## config.mk

```make
export PLATFORM = sky130hd
export DESIGN_NAME = sar_search_flat
export DESIGN_NICKNAME = d
export VERILOG_FILES = /design/src/rtl/sar_search_if.sv /design/src/rtl/sar_search.sv /design/src/flat_wrapper.sv
export SDC_FILE = /design/constraint.sdc
export NUM_CORES = 1
export LEC_CHECK = 0
export BUFFER_PORTS_ARGS = -buffer_cell sky130_fd_sc_hd__buf_2
export CAP_MARGIN = 10
export CORE_AREA = 3 3 40 42
export CTS_BUF_LIST = sky130_fd_sc_hd__clkbuf_16
export CTS_CLUSTER_DIAMETER = 80
export DETAILED_ROUTE_END_ITERATION = 12
export DIE_AREA = 0 0 43 45
export PLACE_DENSITY_LB_ADDON = 0.3
export REMOVE_ABC_BUFFERS = 1
export SYNTH_ARGS = -nofsm -noshare
export SYNTH_HDL_FRONTEND = slang
export SYNTH_SLANG_ARGS = --single-unit
```

## constraint.sdc

```tcl
create_clock -name clk -period 2 [get_ports clk]
set_input_delay 0.1 -clock clk [delete_from_list [all_inputs] [get_ports clk]]
set_output_delay 0.1 -clock clk [all_outputs]
set_load 0.005 [all_outputs]
```

## src/rtl/sar_search_if.sv

```systemverilog
// Bus between the successive-approximation controller and its magnitude
// comparator: trial operand out, three relational flags back, plus the
// start/busy/done handshake and the held search outcome.
interface sar_search_if #(
    parameter int WIDTH = 2
);
    logic             start;
    logic [WIDTH-1:0] guess;
    logic             Gt;
    logic             Eq;
    logic             Lt;
    logic             busy;
    logic             done;
    logic [WIDTH-1:0] result;
    logic             found;
    logic             err;

    // Controller side: issues guesses, consumes comparator flags.
    modport master (
        input  start, Gt, Eq, Lt,
        output guess, busy, done, result, found, err
    );

    // Environment side: requests searches, supplies comparator flags.
    modport slave (
        output start, Gt, Eq, Lt,
        input  guess, busy, done, result, found, err
    );
endinterface

```

## src/rtl/sar_search.sv

```systemverilog
// Successive-approximation search controller. Finds the comparator's unknown
// b operand by binary search, MSB first, one trial per cycle, leaving early
// on Eq. A final VERIFY cycle confirms the assembled value. Malformed flag
// patterns (none or several set) end the search with err raised.
module sar_search #(
    parameter int WIDTH = 2
) (
    input  logic         clk,
    input  logic         rst,
    sar_search_if.master bus
);
    localparam int IDX_W = (WIDTH > 1) ? $clog2(WIDTH) : 1;

    typedef enum logic [1:0] {
        S_IDLE,
        S_TRIAL,
        S_VERIFY,
        S_DONE
    } state_t;

    state_t           r_state,  w_state_nxt;
    logic [WIDTH-1:0] r_guess,  w_guess_nxt;
    logic [WIDTH-1:0] r_result, w_result_nxt;
    logic [IDX_W-1:0] r_idx,    w_idx_nxt;
    logic             r_found,  w_found_nxt;
    logic             r_err,    w_err_nxt;
    logic             w_onehot;

    assign w_onehot = $onehot({bus.Gt, bus.Eq, bus.Lt});

    // Next-state and next-datapath decode; comparator flags are valid in the
    // same cycle as the guess because the comparator is purely combinational.
    always_comb begin
        // NOTE: every target takes its held value first, so no path through
        // the case statement can leave a signal unassigned and infer a latch.
        w_state_nxt  = r_state;
        w_guess_nxt  = r_guess;
        w_result_nxt = r_result;
        w_idx_nxt    = r_idx;
        w_found_nxt  = r_found;
        w_err_nxt    = r_err;

        case (r_state)
            S_IDLE: begin
                if (bus.start) begin
                    w_state_nxt = S_TRIAL;
                    w_guess_nxt = WIDTH'(1) << (WIDTH - 1);
                    w_idx_nxt   = IDX_W'(WIDTH - 1);
                    w_found_nxt = 1'b0;
                    w_err_nxt   = 1'b0;
                end
            end

            S_TRIAL: begin
                if (!w_onehot) begin
                    w_state_nxt  = S_DONE;
                    w_err_nxt    = 1'b1;
                    w_found_nxt  = 1'b0;
                    w_result_nxt = r_guess;
                end else if (bus.Eq) begin
                    w_state_nxt  = S_DONE;
                    w_found_nxt  = 1'b1;
                    w_result_nxt = r_guess;
                end else begin
                    // Lt keeps the trial bit, Gt clears it.
                    w_guess_nxt[r_idx] = bus.Lt;
                    if (r_idx != '0) begin
                        w_guess_nxt[r_idx - 1'b1] = 1'b1;
                        w_idx_nxt                 = r_idx - 1'b1;
                    end else begin
                        w_state_nxt = S_VERIFY;
                    end
                end
            end

            S_VERIFY: begin
                w_state_nxt  = S_DONE;
                w_result_nxt = r_guess;
                if (!w_onehot) begin
                    w_err_nxt   = 1'b1;
                    w_found_nxt = 1'b0;
                end else begin
                    // Lt or Gt here means the comparator contradicted itself.
                    w_found_nxt = bus.Eq;
                end
            end

            S_DONE: begin
                w_state_nxt = S_IDLE;
            end

            default: begin
                w_state_nxt = S_IDLE;
            end
        endcase
    end

    // State and datapath registers with synchronous reset that aborts any search.
    always_ff @(posedge clk) begin
        // NOTE: non-blocking assignments here so every register samples the
        // pre-edge values computed above, independent of statement order.
        if (rst) begin
            r_state  <= S_IDLE;
            r_guess  <= '0;
            r_result <= '0;
            r_idx    <= '0;
            r_found  <= 1'b0;
            r_err    <= 1'b0;
        end else begin
            r_state  <= w_state_nxt;
            r_guess  <= w_guess_nxt;
            r_result <= w_result_nxt;
            r_idx    <= w_idx_nxt;
            r_found  <= w_found_nxt;
            r_err    <= w_err_nxt;
        end
    end

    assign bus.guess  = r_guess;
    assign bus.busy   = (r_state == S_TRIAL) || (r_state == S_VERIFY);
    assign bus.done   = (r_state == S_DONE);
    assign bus.result = r_result;
    assign bus.found  = r_found;
    assign bus.err    = r_err;
endmodule

```

## src/flat_wrapper.sv

```systemverilog
// flat-port wrapper written by rule: the top's interface ports become plain ports
module sar_search_flat 
#(
    parameter int WIDTH = 2
)
  (clk, rst, bus_start, bus_Gt, bus_Eq, bus_Lt, bus_guess, bus_busy, bus_done, bus_result, bus_found, bus_err);
  sar_search_if #(.WIDTH(WIDTH)) bus_i ();
  input  logic clk;
  input  logic rst;
  input wire logic [$bits(bus_i.start)-1:0] bus_start;
  input wire logic [$bits(bus_i.Gt)-1:0] bus_Gt;
  input wire logic [$bits(bus_i.Eq)-1:0] bus_Eq;
  input wire logic [$bits(bus_i.Lt)-1:0] bus_Lt;
  output wire logic [$bits(bus_i.guess)-1:0] bus_guess;
  output wire logic [$bits(bus_i.busy)-1:0] bus_busy;
  output wire logic [$bits(bus_i.done)-1:0] bus_done;
  output wire logic [$bits(bus_i.result)-1:0] bus_result;
  output wire logic [$bits(bus_i.found)-1:0] bus_found;
  output wire logic [$bits(bus_i.err)-1:0] bus_err;
  assign bus_i.start = bus_start;
  assign bus_i.Gt = bus_Gt;
  assign bus_i.Eq = bus_Eq;
  assign bus_i.Lt = bus_Lt;
  assign bus_guess = bus_i.guess;
  assign bus_busy = bus_i.busy;
  assign bus_done = bus_i.done;
  assign bus_result = bus_i.result;
  assign bus_found = bus_i.found;
  assign bus_err = bus_i.err;
  sar_search #(.WIDTH(WIDTH)) u_core (.clk(clk), .rst(rst), .bus(bus_i));
endmodule
```

==> results of run 1 <==
==> metal layers <==
layer,global-route usage (%),wire [microns],vias up
met5,0,0,-
met4,9.04,29,0
met3,3.59,55,5
met2,22.2,536,14
met1,18.2,534,218
li1,-,-,244
==> cells in the mapped netlist <==
| cell type | n | area share (%) |
|---|---|---|
| a21oi_1 | 8 | 7.3 |
| a221oi_1 | 1 | 1.6 |
| a31o_2 | 1 | 1.6 |
| and4bb_2 | 1 | 2.3 |
| buf_1 | 1 | 0.68 |
| buf_6 | 1 | 2.1 |
| dfxtp_1 | 9 | 33 |
| fa_1 | 1 | 3.7 |
| ha_1 | 5 | 11 |
| inv_1 | 4 | 2.7 |
| mux2i_1 | 5 | 9.1 |
| nand2b_1 | 4 | 4.6 |
| nand3_1 | 1 | 0.91 |
| nor2_1 | 8 | 5.5 |
| nor2b_4 | 1 | 2.5 |
| nor3_1 | 4 | 3.7 |
| nor3b_1 | 1 | 1.4 |
| nor4_1 | 1 | 1.1 |
| o211ai_1 | 1 | 1.4 |
| o21ai_1 | 1 | 0.91 |
| o32ai_1 | 1 | 1.6 |
| or3_1 | 1 | 1.1 |
==> cell families after synthesis <==
| logic type | count (synthesis) |
|---|---|
| simple gates | 22 |
| compound gates | 13 |
| fa+ha+maj | 6 |
| mux | 5 |
| flops | 9 |
| buf+inv | 6 |
==> worst reg2reg max path, stage by stage, from the launching register on <==
cell      delay, ns
dfxtp_1        0.41
inv_1          0.13
ha_1           0.26
and4bb_2       0.31
a221oi_1       0.27
o32ai_1        0.13
nor3_1         0.16
==> state kept, by name, summed over array words and instances, names as in the netlist <==
register / count
u_core.r_idx: 1
u_core.bus.err: 1
u_core.bus.guess: 2
u_core.bus.found: 1
u_core.bus.result: 2
u_core.r_state: 2
==> cell type report <==
cell class,instances,area (sq um),share of cell area (%)
clock buffers,3,75.1,10.8
clock inverters,1,3.75,0.540
inverters,4,15.0,2.16
multi-input cells,46,338,48.6
flip-flops and latches,9,180,25.9
well taps,15,18.8,2.70
repair buffers,13,65.1,9.35
==> per-stage QoR <==
step	hold slack [ns]	total power (W)	std cells
floorplan	0.169	0.000579	59
global placement	0.404	0.000687	87
detailed placement	0.414	0.000691	87
CTS	0.171	0.00105	91
global route	0.188	0.00113	91
finish	0.166	0.00103	91
==> path summary, 6_finish.rpt <==
kind                                        endpoint  cells past startpoint  slack (ns)
worst max-delay path               u_core.r_state[0]                      6        0.25
worst min-delay path                    u_core.r_idx                      2        0.17
worst max register to register     u_core.r_state[0]                      6        0.25
worst min register to register  u_core.bus.result[1]                      2        0.49
==> power by group through the flow <==
stage	combinational, W	clock, W	sequential, W
2_1_floorplan	0.000311	0	0.000268
3_3_place_gp	0.000414	0	0.000273
3_5_place_dp	0.000416	0	0.000275
4_1_cts	0.000421	0.000354	0.000273
5_1_grt	0.000481	0.000363	0.000282
6_report	0.000415	0.000346	0.000272
==> results.tsv, run 1 <==
stage	metric	value	unit
placement	port_buffers	13	
clocking	cts.repair.resized	0	
yosys	yosys.area_share.simple	23.1	%
layout	final_common_cell	buf_2	
min_path	hp-class	in2reg	
yosys	synthesis.area	548	sq um
yosys	synth-seq-area-share	32.9	%
global_route	grt_pass1_wl	2080	microns
yosys	ys_warn_count	0	
layout	final_area	696	sq um
yosys	synth_top_family_by_area	simple AND/OR/NAND/NOR gates	
yosys	synth_mux_area_share	9.13	%
floorplan	die_w	43	microns
clocking	clockBufferDepth	2	
status	status	finished, final reports clean	
sta	finalHoldViolCount	0	
clocking	clock_sinks	9	
layout	layout_common_cells	buf_2 (13), dfxtp_1 (9), a21oi_1 (8), nor2_1 (8)	
pwr	clockPowerShare	33.5	%
clocking	hold_buffers	0	
pwr	p_seq_share	26.4	%
yosys	synth-adder-area-share	15.1	%
critical_path	path_buf_inv	1	
routing	drtIter0Drc	10	
sta	maxSlewHeadroom	83.2	%
critical_path	path_cells	inv_1 -> ha_1 -> and4bb_2 -> a221oi_1 -> o32ai_1 -> nor3_1	
routing	drc	0	
clocking	cts_tree	done	
floorplan	dieArea	0.00194	sq mm
sta	worst_pin_slew	0.249	ns
critical_path	cp-start-kind	flop	
floorplan	core_area	0.00128	sq mm
routing	dr.pass1.iters	4	
floorplan	die_h	45	microns
yosys	syn_avg_cell_area	8.98	sq um
yosys	synth_seq_cells	9	
global_route	antenna_found_initial	0	
sta	setup-tns-final	0	ns
sta	layout_setup_ws	0.252	ns
pwr	p_sw_share	33.8	%
pwr	p_leak	0.337	nW
layout	n_antenna_cell	0	
placement	place_hpwl	861	microns
sta	slew_viol_final	0	
sta	fmax	572	MHz
critical_path	crit_path_start	u_core.r_state[1]	
routing	num_vias	481	
floorplan	pin_count	14	
pwr	pwr-share-comb	40.1	%
clocking	htreeDepth	1	
critical_path	slowest_delay	0.41	ns
layout	fin_util	54.1	%
clocking	clkSlewWorstSetupHoldPaths	0.04	ns
pwr	p_int	0.000684	W
routing	ant_nets	0	
critical_path	arrival	1.91	ns
clocking	cts-root-buf	clkbuf_16	
layout	n_fill_cell	138	
placement	placed_area	617	sq um
placement	place.gp.congestion	0.841	
yosys	syn_inst	61	
layout	final_nets	89	
global_route	grt_max_degree	11	
pwr	ir_drop	0.000649	V
critical_path	worstPathMaxFanout	7	
yosys	synth_compound_area_share	14.4	%
global_route	grt_pass1_vias	485	
sta	rsz0062_at_grt	false	
layout	drive_gt1_share	25.0	%
critical_path	cp_top_family	simple AND/OR/NAND/NOR gates	
global_route	overflow	0	
critical_path	critPathKind	reg2reg	
run	max_cap_viol_count	0	
floorplan	rows	13	
pwr	power_density	1480	mW/mm^2
routing	wl_per_cell	12.7	microns
sta	finClkSkew	0.00334	ns
sta	setup_viol	0	
min_path	hp-start	rst	
critical_path	cp_slowest_cell	dfxtp_1	
yosys	ys_types	22	
critical_path	cp.required	2.16	ns
routing	via_per_inst	5.29	
clocking	postCtsSetupRepairBufs	0	
sta	finalCriticalPeriod	1.75	ns
clocking	insertion_delay	0.23	ns
routing	wl	1160	microns
floorplan	initial_core_util	42.6	%
yosys	synth_xor_area_share	0	%
critical_path	critPathCaptureType	flop	
placement	dp_slack	0.282	ns
layout	area_delta_synth_final	26.9	%
clocking	cts_inserted_buffers	3	
sta	post-route-period-util	87.4	%
global_route	grt_util_all_layers	14.5	%
critical_path	r2r_start	u_core.r_state[1]	
pwr	switchingPower	0.000349	W
(Power assumes the default switching activity.)
==> run 2: changes to the inputs <==
==> constraint.sdc (replaced) <==
create_clock -name clk -period 2 [get_ports clk]
set_input_delay 0.3 -clock clk [delete_from_list [all_inputs] [get_ports clk]]
set_output_delay 0.3 -clock clk [all_outputs]
set_load 0.005 [all_outputs]
==> results.tsv, run 2 (synthesis results as in run 1) <==
stage	metric	value	unit	change
status	status	finished, final reports clean		
pwr	ir_drop	0.00103	V	+59%
routing	wl_per_cell	12.1	microns	-4.5%
critical_path	r2r_slack	0.24	ns	about the same
sta	finalCriticalPeriod	1.76	ns	+0.0143 ns
sta	post-route-period-util	88.1	%	+0.72 points
sta	slew_viol_final	0		unchanged
routing	drtIter0Drc	5		-5
critical_path	cp-start-kind	flop		
clocking	postCtsSetupRepairBufs	0		unchanged
placement	port_buffers	13		unchanged
global_route	grt_max_degree	11		unchanged
clocking	hold_buffers	0		unchanged
pwr	clockPowerShare	33.9	%	+0.4 points
clocking	htreeDepth	1		unchanged
sta	finalHoldViolCount	0		unchanged
pwr	switchingPower	0.000353	W	+1.1%
floorplan	initial_core_util	42.6	%	unchanged
pwr	pwr-share-comb	39.8	%	-0.3 points
layout	final_common_cell	buf_2		
global_route	grt_pass1_wl	1770	microns	-15%
pwr	p_int	0.000688	W	+0.52%
placement	dp_cells	87		unchanged
sta	fmax	567	MHz	-0.81%
min_path	whs_path_depth	3		+1
clocking	clockBufferDepth	2		unchanged
layout	drive_gt1_share	26.3	%	+1.3 points
placement	place.gp.congestion	0.772		-8.3%
sta	setup_viol	0		unchanged
routing	drc	0		unchanged
clocking	insertion_delay	0.23	ns	about the same
pwr	power_density	1490	mW/mm^2	+0.54%
clocking	clock_sinks	9		unchanged
pwr	p_sw_share	33.9	%	+0.13 points
critical_path	critPathCaptureType	flop		
pwr	p_leak	0.336	nW	-0.42%
critical_path	timing.rr.end	u_core.r_state[0]		
sta	setup-tns-final	0	ns	unchanged
clocking	cts.repair.resized	0		unchanged
placement	place_hpwl	812	microns	-5.6%
run	max_cap_viol_count	0		unchanged
layout	area_delta_synth_final	27.2	%	
global_route	grt_util_all_layers	12.5	%	-2.0 points
routing	wl	1100	microns	-4.5%
min_path	hp-class	in2reg		
clocking	cts_inserted_buffers	3		unchanged
clocking	cts-root-buf	clkbuf_16		
sta	finClkSkew	0.00240	ns	-0.000940 ns
floorplan	dieArea	0.00194	sq mm	unchanged
layout	stdcell_count	91		unchanged
pwr	p_seq_share	26.3	%	about the same
critical_path	cp.required	2.12	ns	-0.04 ns
critical_path	r2r_start	u_core.r_state[0]		
layout	fin_util	54.2	%	+0.097 points
min_path	hp-start	bus_Lt		
critical_path	worstPathMaxFanout	8		+1
floorplan	rows	13		unchanged
clocking	clkSlewWorstSetupHoldPaths	0.04	ns	about the same
floorplan	die_w	43	microns	unchanged
sta	layout_setup_ws	0.237	ns	-0.0143 ns
sta	maxSlewHeadroom	82.3	%	-0.88 points
layout	n_antenna_cell	0		unchanged
floorplan	die_h	45	microns	unchanged
routing	via_per_inst	5.10		-3.5%
floorplan	core_area	0.00128	sq mm	unchanged
clocking	cts_tree	done		
routing	dr.pass1.iters	4		unchanged
critical_path	r2r_cells	6		unchanged
layout	final_nets	89		unchanged
global_route	antenna_found_initial	0		unchanged
floorplan	pin_count	14		unchanged
sta	rsz0062_at_grt	false		
global_route	overflow	0		unchanged
sta	worst_pin_slew	0.265	ns	+0.0155 ns
critical_path	critPathKind	reg2reg		
pwr	total_power	0.00104	W	+0.72%
routing	num_vias	464		-3.5%
layout	layout_common_cells	buf_2 (13), dfxtp_1 (9), a21oi_1 (8), nor2_1 (8)		
placement	dp_slack	0.0791	ns	-0.203 ns
global_route	grt_pass1_vias	405		-16%
min_path	whs_endpoint	u_core.bus.guess[1]		
routing	ant_nets	0		unchanged
critical_path	arrival	1.88	ns	-0.03 ns
[run 2: power groups by stage]
| stage | combinational (W) | sequential [W] | clock, W |
|---|---|---|---|
| CTS | 0.000415 | 0.000274 | 0.000359 |
| finish | 0.000414 | 0.000274 | 0.000352 |
| floorplan | 0.000311 | 0.000268 | 0 |
| detailed placement | 0.000411 | 0.000276 | 0 |
| global placement | 0.000415 | 0.000276 | 0 |
| global route | 0.000470 | 0.000280 | 0.000374 |
[run 2: per-stage QoR]
| stage | hold WS, ns | area (sq um) |
|---|---|---|
| 5_1_grt | 0.374 | 697 |
| 4_1_cts | 0.361 | 697 |
| 3_3_place_gp | 0.471 | 617 |
| 2_1_floorplan | 0.369 | 533 |
| 3_5_place_dp | 0.484 | 617 |
| 6_report | 0.362 | 697 |
[run 2: layout make-up]
class / count / area (sq um)
Clock buffer: 3 / 75.1
Clock inverter: 1 / 5.00
Fill cell: 126 / 588
Inverter: 4 / 15.0
Multi-Input combinational cell: 46 / 338
Sequential cell: 9 / 180
Tap cell: 15 / 18.8
Timing Repair Buffer: 13 / 65.1
[run 2: worst max path at each step]
stage | startpoint | to | slack [ns]
finish | u_core.r_state[0] | u_core.r_state[0] | 0.24
global route | u_core.r_state[0] | u_core.r_state[0] | 0.06
CTS | u_core.r_state[0] | u_core.r_state[0] | 0.22
detailed placement | bus_Lt | u_core.r_state[0] | 0.08
global placement | bus_Lt | u_core.r_state[0] | 0.11
floorplan | bus_Lt | u_core.r_state[0] | 0.29
[run 2: routing by layer]
layer  global-route usage, %  up-vias  share of wire (%)  routed length [microns]
li1                        -      247                  -                        -
met4                    1.81        0                  0                        0
met3                    7.57        0                8.4                       93
met1                    15.6      200                 48                      526
met5                       0        -                  0                        0
met2                    18.9       17                 44                      482
[run 2: critical path, stage by stage (launching register included)]
cell and delay (ns):
dfxtp_1 0.40, inv_1 0.12, ha_1 0.27, nor2b_4 0.17, or3_1 0.33, o32ai_1 0.28, nor3_1 0.08
